<file path="config.mk">
export PLATFORM = sky130hd
export DESIGN_NAME = himp_bus_rx
export DESIGN_NICKNAME = d
export VERILOG_FILES = /design/src/rtl/himp_bus_rx_pkg.sv /design/src/rtl/himp_bus_rx_sync2.sv /design/src/rtl/himp_bus_rx.sv
export SDC_FILE = /design/constraint.sdc
export NUM_CORES = 1
export LEC_CHECK = 0
export ABC_AREA = 1
export CORE_MARGIN = 3
export CORE_UTILIZATION = 35
export CTS_BUF_LIST = sky130_fd_sc_hd__clkbuf_2 sky130_fd_sc_hd__clkbuf_4 sky130_fd_sc_hd__clkbuf_8
export CTS_CLUSTER_SIZE = 30
export DETAILED_ROUTE_END_ITERATION = 10
export PLACE_DENSITY = 0.56
export SLEW_MARGIN = 10
export SYNTH_ARGS = -nofsm -noshare
export SYNTH_HDL_FRONTEND = slang
export SYNTH_SLANG_ARGS = --single-unit
</file>
<file path="constraint.sdc">
create_clock -name CLK -period 1.9 [get_ports CLK]
set_input_delay 0.57 -clock CLK [delete_from_list [all_inputs] [get_ports CLK]]
set_output_delay 0.57 -clock CLK [all_outputs]
set_load 0.005 [all_outputs]
</file>
<file path="src/rtl/himp_bus_rx_pkg.sv">
// Shared definitions for the single-wire bus: frame FSM states and default frame geometry.
// The future driver-side serializer imports this package as well.
package himp_bus_rx_pkg;

  localparam int DEF_CLKS_PER_BIT = 16;
  localparam int DEF_DATA_W       = 8;

  typedef enum logic [2:0] {
    ST_IDLE  = 3'd0,
    ST_START = 3'd1,
    ST_DATA  = 3'd2,
    ST_STOP  = 3'd3,
    ST_BREAK = 3'd4
  } state_e;

endpackage

</file>
<file path="src/rtl/himp_bus_rx_sync2.sv">
// Two-flop synchroniser with a selectable reset value.
// On the bus receiver it resets to 1 so an idle, pulled-up line is never seen as a start bit.
module himp_sync2 #(
  parameter logic RESET_VAL = 1'b1
) (
  input  logic clk,
  input  logic rst_n,
  input  logic d,
  output logic q
);

  logic meta_q;
  logic sync_q;

  always_ff @(posedge clk or negedge rst_n) begin
    if (!rst_n) begin
      meta_q <= RESET_VAL;
      sync_q <= RESET_VAL;
    end else begin
      meta_q <= d;
      sync_q <= meta_q;
    end
  end

  assign q = sync_q;

endmodule

</file>
<file path="src/rtl/himp_bus_rx.sv">
// Single-wire bus receiver: start(0) + DATA_W data bits (LSB first) + stop(1).
// Each good word is presented on DOUT with a one-cycle DVALID strobe; a bad stop bit gives FERR.
module himp_bus_rx
  import himp_bus_rx_pkg::*;
#(
  parameter int CLKS_PER_BIT = DEF_CLKS_PER_BIT,
  parameter int DATA_W       = DEF_DATA_W
) (
  input  logic              CLK,
  input  logic              RSTN,
  input  logic              BUS_IN,
  output logic [DATA_W-1:0] DOUT,
  output logic              DVALID,
  output logic              FERR,
  output logic              BUSY
);

  localparam int CNT_W = $clog2(CLKS_PER_BIT);
  localparam int IDX_W = (DATA_W > 1) ? $clog2(DATA_W) : 1;

  localparam logic [CNT_W-1:0] CNT_MID  = CNT_W'(CLKS_PER_BIT / 2 - 1);
  localparam logic [CNT_W-1:0] CNT_LAST = CNT_W'(CLKS_PER_BIT - 1);
  localparam logic [IDX_W-1:0] IDX_LAST = IDX_W'(DATA_W - 1);

  logic bus_s;

  state_e              state_q, state_d;
  logic [CNT_W-1:0]    cnt_q, cnt_d;
  logic [IDX_W-1:0]    idx_q, idx_d;
  logic [DATA_W-1:0]   shift_q, shift_d;
  logic [DATA_W-1:0]   dout_q, dout_d;
  logic                dvalid_q, dvalid_d;
  logic                ferr_q, ferr_d;

  himp_sync2 #(
    .RESET_VAL (1'b1)
  ) u_sync (
    .clk   (CLK),
    .rst_n (RSTN),
    .d     (BUS_IN),
    .q     (bus_s)
  );

  // START samples at mid-bit; from then on every full period lands mid-bit again.
  always_comb begin
    state_d  = state_q;
    cnt_d    = cnt_q + CNT_W'(1);
    idx_d    = idx_q;
    shift_d  = shift_q;
    dout_d   = dout_q;
    dvalid_d = 1'b0;
    ferr_d   = 1'b0;

    case (state_q)
      ST_IDLE: begin
        cnt_d = '0;
        if (!bus_s) state_d = ST_START;
      end
      ST_START: begin
        if (cnt_q == CNT_MID) begin
          cnt_d   = '0;
          idx_d   = '0;
          state_d = bus_s ? ST_IDLE : ST_DATA;
        end
      end
      ST_DATA: begin
        if (cnt_q == CNT_LAST) begin
          cnt_d          = '0;
          shift_d[idx_q] = bus_s;
          if (idx_q == IDX_LAST) state_d = ST_STOP;
          else                   idx_d   = idx_q + IDX_W'(1);
        end
      end
      ST_STOP: begin
        if (cnt_q == CNT_LAST) begin
          cnt_d = '0;
          if (bus_s) begin
            dout_d   = shift_q;
            dvalid_d = 1'b1;
            state_d  = ST_IDLE;
          end else begin
            ferr_d  = 1'b1;
            state_d = ST_BREAK;
          end
        end
      end
      ST_BREAK: begin
        cnt_d = '0;
        if (bus_s) state_d = ST_IDLE;
      end
      default: begin
        cnt_d   = '0;
        state_d = ST_IDLE;
      end
    endcase
  end

  always_ff @(posedge CLK or negedge RSTN) begin
    if (!RSTN) begin
      state_q  <= ST_IDLE;
      cnt_q    <= '0;
      idx_q    <= '0;
      shift_q  <= '0;
      dout_q   <= '0;
      dvalid_q <= 1'b0;
      ferr_q   <= 1'b0;
    end else begin
      state_q  <= state_d;
      cnt_q    <= cnt_d;
      idx_q    <= idx_d;
      shift_q  <= shift_d;
      dout_q   <= dout_d;
      dvalid_q <= dvalid_d;
      ferr_q   <= ferr_d;
    end
  end

  assign DOUT   = dout_q;
  assign DVALID = dvalid_q;
  assign FERR   = ferr_q;
  assign BUSY   = (state_q != ST_IDLE);

endmodule
</file>
* Word-level counts from Yosys, hierarchy flattened
Cells that the tools add are included.
Storage, ports and cells: input bits 3, bits in registers 30, output and inout port bits 11, logic and storage cells 61
Cells by class: add/subtract/negate cells 2, reductions and logical operators 9, eq/ne operators 14, mux-type cells 25, magnitude comparators 2
Operator list (number):
- two-way mux 3 bit | 10
- case mux 3 bit (5 select lines) | 1
- != test 2 bit, second input constant | 6
- bitwise mux 8 bit | 1
- two-way mux 4 bit | 2
- case mux 4 bit (2 select lines) | 1
- two-way mux 1 bit | 7
- == test 3 x 2 -> 1 bit, second input constant | 2
- == test 3 bit, second input constant | 2
- case mux 3 bit (2 select lines) | 1
- AND reduction 6 bit | 1
- adder 4 x 1 -> 4 bit, second input constant | 1
- == test 4 x 3 -> 1 bit, second input constant | 1
- == test 4 bit, second input constant | 1
- less-than comparator 3 x 4 -> 1 bit, second input constant | 1
- AND reduction 4 bit | 1
- adder 3 x 1 -> 3 bit, second input constant | 1
- demux 1 bit (select 3 bit) | 1
- == test 3 x 1 -> 1 bit, second input constant | 1
- greater-or-equal comparator 3 x 1 -> 1 bit, second input constant | 1
- zero test 3 bit | 1
- AND reduction 3 bit | 1
- nonzero test 3 bit | 1
- two-way mux 2 bit | 1
- 5 further kinds | 5

* Longest topological paths before layout
word-level depth 5, depth in mapped cells 8, mapped depth without buffers 8

* Modules after synthesis
A second synthesis with hierarchy kept.
Unflattened totals: cells, all modules 159, area, all modules 1396.3 um^2
By module, submodules not included:
- himp_bus_rx | seq. area each 700.7 um^2, cells an instance 157, area each 1343.8 um^2, instances 1
- himp_sync2 | seq. area each 52.6 um^2, cells an instance 2, area each 52.6 um^2, instances 1

* Least setup slack after synthesis
Ideal clock, no wire load.
path kind register to register, start reg idx_q[0], end reg idx_q[0], required time 1.783 ns, arrival 1.229 ns, path slack 0.554 ns, cell stages (with the launch flop) 9, buffers on the path 0, cell sequence dfrtp_1 -> ha_1 -> ha_1 -> inv_1 -> nand3_1 -> nand2_1 -> nand3_1 -> nand2_1 -> nand2_1
On the way: word-level cells in the longest chain between the ends 4, elaborated cells on any way between the ends 7
RTL lines:
- from (decl) | RTL line himp_bus_rx.sv:29 | logic [IDX_W-1:0] idx_q, idx_d;
- from (signal assigned) | RTL line himp_bus_rx.sv:110 | idx_q <= idx_d;
- adder 3 x 1 -> 3 bit | RTL line himp_bus_rx.sv:71 | else idx_d = idx_q + IDX_W'(1);
- two-way mux 3 bit | RTL line himp_bus_rx.sv:70 | if (idx_q == IDX_LAST) state_d = ST_STOP;
- two-way mux 3 bit | RTL line himp_bus_rx.sv:67 | if (cnt_q == CNT_LAST) begin
- case mux 3 bit (2 select lines) | RTL line himp_bus_rx.sv:54 | case (state_q)
Several ways; a longest one is shown, not always the timed one. The select of a mux whose other input is x is not followed. A chain may end at the register's enable or synchronous reset.

* Worst setup path after layout
start reg dout_q[4] (netlist: DOUT[4]), end out DOUT[4]
RTL lines:
- from (decl) | RTL line himp_bus_rx.sv:31 | logic [DATA_W-1:0] dout_q, dout_d;
- from (signal assigned) | RTL line himp_bus_rx.sv:112 | dout_q <= dout_d;
- to (decl) | RTL line himp_bus_rx.sv:12 | output logic [DATA_W-1:0] DOUT,
No word-level cell between the ends.

==> results by group <==
Yosys
  • Register area share after synthesis: 56.3%
  • Synth cell count leaders: nand2_1 (53), dfrtp_1 (28), nand3_1 (17)
  • Yosys reg bits: 30
  • Top FF cell, synth: dfrtp_1
  • Synth Instances: 156
  • Largest area contributor in the netlist: dfrtp_1
  • Syn nets: ~160
  • Post-Syn Area per Cell: between 8 and 9 um^2
  • EDFF count, synth: 0
  • Synthesized area: around 1300 um^2
  • Async set-or-reset flop fraction in the synthesized netlist: 100%
  • Synth Warn #: 0
  • Top-count cell post-synth: nand2_1
  • Top cell type's share of synthesized area: 52.4%
  • Ranking of synthesized cells by area: dfrtp_1 (52%), nand2_1 (15%), nand3_1 (6.4%), nor2_1 (4.5%), dfstp_2 (3.9%)
  • Yosys cell types: 23

STA
  • Fin. max-slew vios: 0
  • Fin Setup TNS: 0 ns
  • Tcrit/Tclk final: 89.1%
  • Least-Margin Pin Slew: 0.402 ns
  • Final hold vios: 0
  • Max Fclk: approximately 590 MHz
  • Unrepaired setup endpoints after global routing: no
  • Period minus WS final: between 1.5 and 2 ns
  • Clock Skew: between 0.007 and 0.008 ns
  • Final Setup Violations: 0
  • Worst relative slew slack: 73.2%

Flow run
  • Max-Cap Viols: 0

Layout
  • Antenna Cells: 0
  • Multi-input gate area: around 520 um^2
  • Register Area: 753 um^2
  • Nets@finish: 187
  • Fin area: 1660 um^2
  • # fillers: 363
  • Area growth syn-to-layout: 24.2%
  • Layout cells sized above 1: 12.6%
  • Fin cells: 228

Detailed routing
  • DRC: 0
  • Via count: ~1100
  • Post-DRT Antenna Nets: 0
  • Wirelength per Cell: 11.2 um
  • Final WL: between 2000 and 3000 um
  • Initial DRC count: 47
  • DRT Pass-1 Iters: 4
  • Average vias per placed instance: 4.74

CTS
  • Hold_buf cts: 0
  • Worst-Skew Late Latency: ~0.28 ns
  • Clock Path Buffers: 2
  • CTS tree: built
  • Clock Sink Count: 30
  • CTS Buf Count: 5
  • Worst-path clk slew: 0.06 ns
  • Root buf cell: clkbuf_8
  • CTS H-tree depth: 2

Placement
  • Port Buffers: 13
  • Post-DP Area: approximately 1500 um^2
  • Placer congestion estimate: about 0.77
  • Placed Cells: 215
  • Hpwl dp: 1780 um

Critical path
  • Crit-path cells: clkdlybuf4s50_1
  • Worst setup path class: reg2out
  • CP Capture Type: output port
  • Slowest cell on crit path: clkdlybuf4s50_1
  • CP bufs+invs: 1
  • CP top delay family: buffers and inverters
  • CP Max Fanout: 2
  • CP Data Required Time: 1.33 ns
  • CP arrival: 1.12 ns
  • CP peak stage delay: 0.50 ns
  • CP Launch Type: register

Power and ir drop
  • PD cells: 1090 nW/um^2
  • Pwr Total: 1800 uW
  • Leakage power: 0.000821 uW
  • Maximum vdd drop: 0.561 mV

Floorplan
  • I/O pin cnt: 14
  • # rows: 21
  • Full die area: 4600 um^2
  • Initial Util: between 30% and 40%
  • Core footprint: 3490 um^2
  • Chip width: just under 70 um
  • Die H: 67.8 um

Min path
  • Worst min-delay path class: reg2reg

GRT
  • Total congestion overflow: 0
  • Vias in the first global route: roughly 1100
  • Initial antenna violation count: 0
  • Total track usage: 13.6%
  • Largest net degree at the start of global routing: 31
  • First-pass GRT wire length: 4540 um

Run status
  • Status: complete, no violations
-- kinds of logic after synthesis --
logic type / count (synthesis) / share of synthesized area, %
adder cells (fa/ha/maj): 3 / 2.81
flip-flops: 30 / 56.3
AO/OA/AOI/OAI: 13 / 5.14
buffers and inverters: 14 / 4.68
AND/OR/NAND/NOR: 95 / 30.4
XOR/XNOR: 1 / 0.655
-- path summary, 6_finish.rpt --
| kind | startpoint | end | slack (ns) | cells after the start |
|---|---|---|---|---|
| setup / recovery | DOUT[4]$_DFFE_PN0P_ | DOUT[4] | 0.21 | 1 |
| hold / removal | u_sync.meta_q$_DFF_PN1_ | u_sync.q$_DFF_PN1_ | 0.36 | 0 |
| setup reg to reg | cnt_q[0]$_DFF_PN0_ | shift_q[5]$_DFFE_PN0P_ | 0.27 | 6 |
| hold reg to reg | u_sync.meta_q$_DFF_PN1_ | u_sync.q$_DFF_PN1_ | 0.36 | 0 |
| max in group asynchronous | RSTN | u_sync.q$_DFF_PN1_ | 0.90 | 2 |
| min in group asynchronous | RSTN | shift_q[3]$_DFFE_PN0P_ | 0.68 | 2 |
-- state kept, by name, summed over array words and instances, names as in the netlist --
signal / flops
u_sync.meta_q: 1
state_q: 3
shift_q: 8
DVALID: 1
cnt_q: 4
FERR: 1
idx_q: 3
DOUT: 8
u_sync.q: 1
-- stage by stage --
stage	utilization (%)	hold WS [ns]	setup slack (ns)
2_1_floorplan	-	0.274	0.554
3_3_place_gp	43.6	0.348	0.232
3_5_place_dp	43.6	0.351	0.199
4_1_cts	46.8	0.359	0.00728
5_1_grt	47.5	0.363	0.0982
6_report	47.5	0.357	0.208
-- layer usage --
| layer | vias up | routed length [um] | track usage, % |
|---|---|---|---|
| li1 | 553 | - | - |
| met1 | 498 | 1190 | 16.6 |
| met2 | 26 | 1170 | 21.1 |
| met3 | 4 | 148 | 5.25 |
| met4 | 0 | 38 | 6.45 |
| met5 | - | 0 | 0 |
-- where the power goes --
| group | leakage (uW) | total [uW] | internal (uW) | switching [uW] |
|---|---|---|---|---|
| Sequential | 0.000400 | 795 | 721 | 73.7 |
| Clock | 0.0000517 | 525 | 306 | 219 |
| Combinational | 0.000370 | 484 | 200 | 283 |
| Total | 0.000821 | 1800 | 1230 | 576 |
-- final cells by class --
cell class                 instances  share of cell area [%]
timing repair buffer              20                    11.1
tap                               46                    3.46
clock buffer                       7                    5.42
clock inverter                     1                   0.301
inverter                          12                    2.79
multi-input combinational        112                    31.6
sequential                        30                    45.3
-- repair_timing --
action	4_1_cts	5_1_grt
pin swaps	0	1
setup buffers	2	3
setup endpoints to repair	1	1
resized for setup	1	1
hold endpoints to repair	0	0
-- cell usage in the layout (no fill, tap or decap), types with 2 or more instances in the layout --
master / count
inv_1: 10
o21ai_1: 7
dfrtp_1: 28
nor2_1: 15
clkdlybuf4s50_1: 12
ha_1: 3
nand4_1: 4
clkinv_2: 2
nand2_1: 53
clkbuf_8: 6
nor2_2: 2
buf_4: 7
o21ai_0: 3
dfstp_2: 2
nand3_1: 17
Note: power is estimated with default switching activity, not from simulation.
==> RTL edit 1, RTL diff (same settings) <==
The 5 states of `state_e` get a one-hot encoding in 5 bits.
--- a/src/rtl/himp_bus_rx_pkg.sv
+++ b/src/rtl/himp_bus_rx_pkg.sv
@@ -6,10 +6,10 @@
   localparam int DEF_DATA_W       = 8;
 
-  typedef enum logic [2:0] {
-    ST_IDLE  = 3'd0,
-    ST_START = 3'd1,
-    ST_DATA  = 3'd2,
-    ST_STOP  = 3'd3,
-    ST_BREAK = 3'd4
+  typedef enum logic [4:0] {
+    ST_IDLE  = 5'b00001,
+    ST_START = 5'b00010,
+    ST_DATA  = 5'b00100,
+    ST_STOP  = 5'b01000,
+    ST_BREAK = 5'b10000
   } state_e;
 
Formal check against the unedited RTL: same outputs for any inputs over 10 cycles, from zero or initial values and one cycle with RSTN low; not proved beyond that.
==> RTL edit 1 against the unedited design <==
- wire length up 21%
- power up 20%
- non-clock buffer count down 2
- hold slack better by 0.00084 ns
- cell area up 16%
- worst setup slack worse by 0.063 ns
- area after synthesis up 18%
- maximum frequency down 3.6%
- utilization down 1.5 points
- sequential share of layout area down 3.5 points
- sequential cell count up 2
- critical path type unchanged
==> RTL edit 1: results (changes against the unedited design) <==
Status
  – Status: complete, no violations

Global routing
  – Wire length of the first global-routing pass: 5.69 mm (+25%)
  – Total track usage: 0.137 (+0.000336)
  – M3 GR Usage: 0.0372 (-0.0154)
  – Global-route met2 utilization: 0.195 (-0.0168)

Setup path
  – Worst setup path endpoint: BUSY
  – Worst-path maximum fanout: 3 (+1)
  – Worst setup path startpoint: state_q[0]
  – Flop2flop setup slack: 0.29 ns (+0.02 ns)
  – Startpoint of the lowest-slack register-to-register path: idx_q[0]
  – Kind of cell with the highest combined delay on the critical path: flip-flops
  – Critical register-to-register path endpoint: idx_q[2]
  – Crit path max-delay cell type: dfstp_2

Detailed routing
  – Post-DR wirelength/cell: 11.4 microns (+2.0%)
  – Initial DRC Count: 105 (+120%)

Power and ir drop
  – Peak supply drop: 0.509 mV (-9.3%)
  – Reg power frac: 0.371 (-0.070)
  – Power share of the combinational group: 0.329 (+0.061)

Yosys
  – Number of nets produced by synthesis: 202 (+25%)
  – Commonest cells post-synth: 68 x nand2_1, 29 x dfrtp_1, 23 x nand3_1
  – Distinct cell type count after synthesis: 21 (-8.7%)
  – Synthesized-area fraction occupied by xor and xnor cells: 0.00556 (-0.000988)
  – Sequential-to-total area share from yosys stat: 0.511 (-0.0524)

Clock network
  – Post-CTS setup buffers: 1 (-1)
  – Number of clock sinks: 32 (+6.7%)

Layout
  – Share of cell area taken by multi-input logic gates: 0.356 (+0.0406)
  – Count of plain and timing-repair buffers in the layout: 18 (-10%)
  – Area used by sequential logic in the layout: 805 sq um (+6.8%)
  – Non-clock inverter count in the final layout: 22 (+10)
  – Fraction of final layout cells with drive strength greater than 1: 0.168 (+0.0418)
  – Buffer share of cell area: 0.0911 (-0.0203)

Placed design
  – Final estimated routing congestion in global placement: 0.869 (+13%)
  – Worst-case setup slack after placement: 0.0691 ns (-0.130 ns)

STA
  – Tightest Pin Transition: 0.240 ns (-0.161 ns)
  – Skew final: 0.00937 ns (+0.00162 ns)
## RTL edit 1: cell count changes in the layout (fill, tap and decap cells not counted), moves of 2 or more
cell     unedited run  this run
inv_1              10        16
buf_4               7         4
nor2_2              2         4
nor2_4              0         4
nand3_1            17        22
nand2_2             1         3
nand2_1            53        68
nor2_1             15        18
o21ai_0             3         1
inv_2               1         5
## RTL edit 1: layer usage
metal,vias up,routed length [microns]
met4,0,36
met1,545,1600
li1,668,-
met5,-,0
met2,25,1340
met3,4,106
## RTL edit 1: per-stage QoR
| step | hold slack, ns | std cells | area [sq um] | util |
|---|---|---|---|---|
| final | 0.358 | 270 | 1920 | 0.461 |
| after global routing | 0.367 | 270 | 1920 | 0.461 |
| after CTS | 0.361 | 270 | 1920 | 0.461 |
| after detailed placement | 0.348 | 261 | 1800 | 0.431 |
| after global placement | 0.345 | 261 | 1800 | 0.431 |
| after floorplan | 0.274 | 196 | 1580 | - |
==> RTL edit 2, RTL diff (config.mk and constraints unchanged) <==
Without the edit above. `RESET_VAL` is set to 1'b1 in 2 places; all go to 1'b0.
--- a/src/rtl/himp_bus_rx_sync2.sv
+++ b/src/rtl/himp_bus_rx_sync2.sv
@@ -2,5 +2,5 @@
 // On the bus receiver it resets to 1 so an idle, pulled-up line is never seen as a start bit.
 module himp_sync2 #(
-  parameter logic RESET_VAL = 1'b1
+  parameter logic RESET_VAL = 1'b0
 ) (
   input  logic clk,
--- a/src/rtl/himp_bus_rx.sv
+++ b/src/rtl/himp_bus_rx.sv
@@ -34,5 +34,5 @@
 
   himp_sync2 #(
-    .RESET_VAL (1'b1)
+    .RESET_VAL (1'b0)
   ) u_sync (
     .clk   (CLK),
Formal check against the unedited RTL: not equivalent (a bounded check fails within 4 cycles, from zero or initial values and one cycle with RSTN low).
==> RTL edit 2 against the unedited design <==
- wire length up 0.59%
- sequential power about the same
- cell area down 0.60%
- critical path depth unchanged
- global-route usage down 0.18 points
- power up 0.22%
- worst setup slack worse by 0.0030 ns
- cell count down 0.44%
- utilization down 0.29 points
- count of clock-buffer cells in the layout unchanged
- area after synthesis down 0.19%
- sequential cell count unchanged
- critical endpoint is now DOUT[2]
==> RTL edit 2: results (changes against the unedited design) <==
Yosys
  – Fraction of registers with async set/reset: 1.00 (unchanged)
  – Distinct cell type count after synthesis: 22 (-4.3%)
  – Synth top area cells: dfrtp_1 56%, nand2_1 15%, nand3_1 6.4%
  – Commonest cells post-synth: 53 x nand2_1, 30 x dfrtp_1, 17 x nand3_1
  – Yosys warns: 0 (unchanged)
  – Cells after Synth: 156 (unchanged)
  – Sequential-to-total area share from yosys stat: 0.562 (-0.000819)

Global routing
  – Number of antenna violations at the first check in global routing: 0 (unchanged)
  – M3 GR Usage: 0.0499 (-0.00263)
  – Wire length of the first global-routing pass: 4.55 mm (+0.15%)
  – Met1 track demand over resource: 0.172 (+0.00592)
  – Vias in the first global route: 1,028 (-2.3%)
  – Pin count of the biggest net entering global routing: 31 (unchanged)
  – Global-route met2 utilization: 0.204 (-0.00729)
  – Total track usage: 0.134 (-0.00178)

Detailed routing
  – Number of vias per cell after detailed routing: 4.77 (+0.63%)
  – Via count of the routed design: 1,083 (+0.19%)
  – Initial DRC Count: 31 (-34%)
  – Post-detailed-routing wire length: 2.57 mm (+0.59%)

Clock network
  – H-tree levels: 2 (unchanged)
  – Clock slew seen by the registers of the worst setup and hold paths: 0.06 ns (about the same)
  – Clock latency on the worst-skew pair: between 0.2 and 0.3 ns
  – Clk buf depth: 2 (unchanged)
  – Cell at the root of the clock tree: clkbuf_8
  – Number of buffers added by the clock tree synthesis step: 5 (unchanged)

Status
  – Status: complete, no violations

Power and ir drop
  – Peak supply drop: 0.627 mV (+12%)
  – Power, Total: 0.00181 W (+0.22%)
  – Reg power frac: 0.439 (-0.002)
  – Comb pwr: 0.000486 W
  – P_leak: 0.819 nW (-0.35%)
  – Internal power: 0.00122 W (-0.64%)

Placed design
  – Detailed placement HPWL: 1.83 mm (+2.9%)
  – Post-Place Cells: 215 (unchanged)
  – Area post-placement: 0.00152 sq mm (-0.16%)
  – Worst-case setup slack after placement: 0.186 ns (-0.0137 ns)
  – # port buffers: 13 (unchanged)
  – Final estimated routing congestion in global placement: 0.782 (+1.6%)

Layout
  – Ant diodes: 0 (unchanged)
  – Number of nets at the end of the flow: 186 (-0.53%)
  – Filler Cell Count: 327 (-9.9%)
  – Fraction of final layout cells with drive strength greater than 1: 0.110 (-0.0159)

STA
  – Endpoints failing setup: 0 (unchanged)
  – Tightest Pin Transition: 0.380 ns (-0.0215 ns)
  – Skew final: 0.00487 ns (-0.00287 ns)

Setup path
  – Flop2flop setup slack: 0.31 ns (+0.04 ns)
  – Crit path max-delay cell type: clkdlybuf4s50_1
  – Slowest Stage Delay on Critical Path: 0.50 ns (about the same)
  – Worst-path maximum fanout: 2 (unchanged)
  – Startpoint of the lowest-slack register-to-register path: cnt_q[0]
  – Critical register-to-register path endpoint: shift_q[2]
  – Kind of cell with the highest combined delay on the critical path: buffers and inverters

Worst hold path
  – Origin of the worst min-delay path: u_sync.meta_q
  – Hold-critical path endpoint: u_sync.q
  – Worst Hold Class: reg -> reg
## RTL edit 2: cell types whose count changed in the layout (fill, tap and decap cells not counted)
cell	unedited run	this run
dfrtp_1	28	30
dfstp_2	2	0
buf_4	7	6
## RTL edit 2: how the worst max path moves through the flow
stage / from / to / slack (ns) / cells after the start
2_1_floorplan: idx_q[0] / idx_q[0] / 0.55 / 8
3_3_place_gp: state_q[1] / BUSY / 0.23 / 3
3_5_place_dp: state_q[1] / BUSY / 0.19 / 3
4_1_cts: state_q[2] / BUSY / 0.02 / 3
5_1_grt: cnt_q[0] / shift_q[1] / 0.09 / 6
6_report: DOUT[2] / DOUT[2] / 0.20 / 1
## RTL edit 2: what timing repair did
action | in CTS | in global routing
buffers inserted | 3 | 1
resized for setup | 1 | 1
endpoints found under the setup margin | 1 | 1
pin swaps | 1 | 0
## RTL edit 2: area by class of cell
type                    instances  area (sq um)  area share
clock inverters                 1          5.00     0.00303
clock buffers                   7          90.1      0.0545
flip-flops and latches         30           751       0.455
repair buffers                 19           178       0.108
inverters                      12          46.3      0.0280
well taps                      46          57.6      0.0348
multi-input cells             112           524       0.317
## RTL edit 2: through the flow
step | hold WS (ns) | utilization
global placement | 0.336 | 0.435
detailed placement | 0.345 | 0.435
floorplan | 0.274 | -
finish | 0.356 | 0.473
CTS | 0.358 | 0.470
global route | 0.363 | 0.473
## RTL edit 2: cell families after synthesis
logic type	share of synthesized area
buf+inv	0.0469
simple gates	0.305
compound gates	0.0515
fa+ha+maj	0.0281
xor+xnor	0.00656
flops	0.562
## RTL edit 2: metal layers
metal  vias to the layer above  routed length [microns]  share of wire
li1                        554                        -              -
met1                       504                     1220           0.47
met2                        21                     1190           0.46
met3                         4                      121          0.047
met4                         0                       40          0.016
met5                         -                        0              0
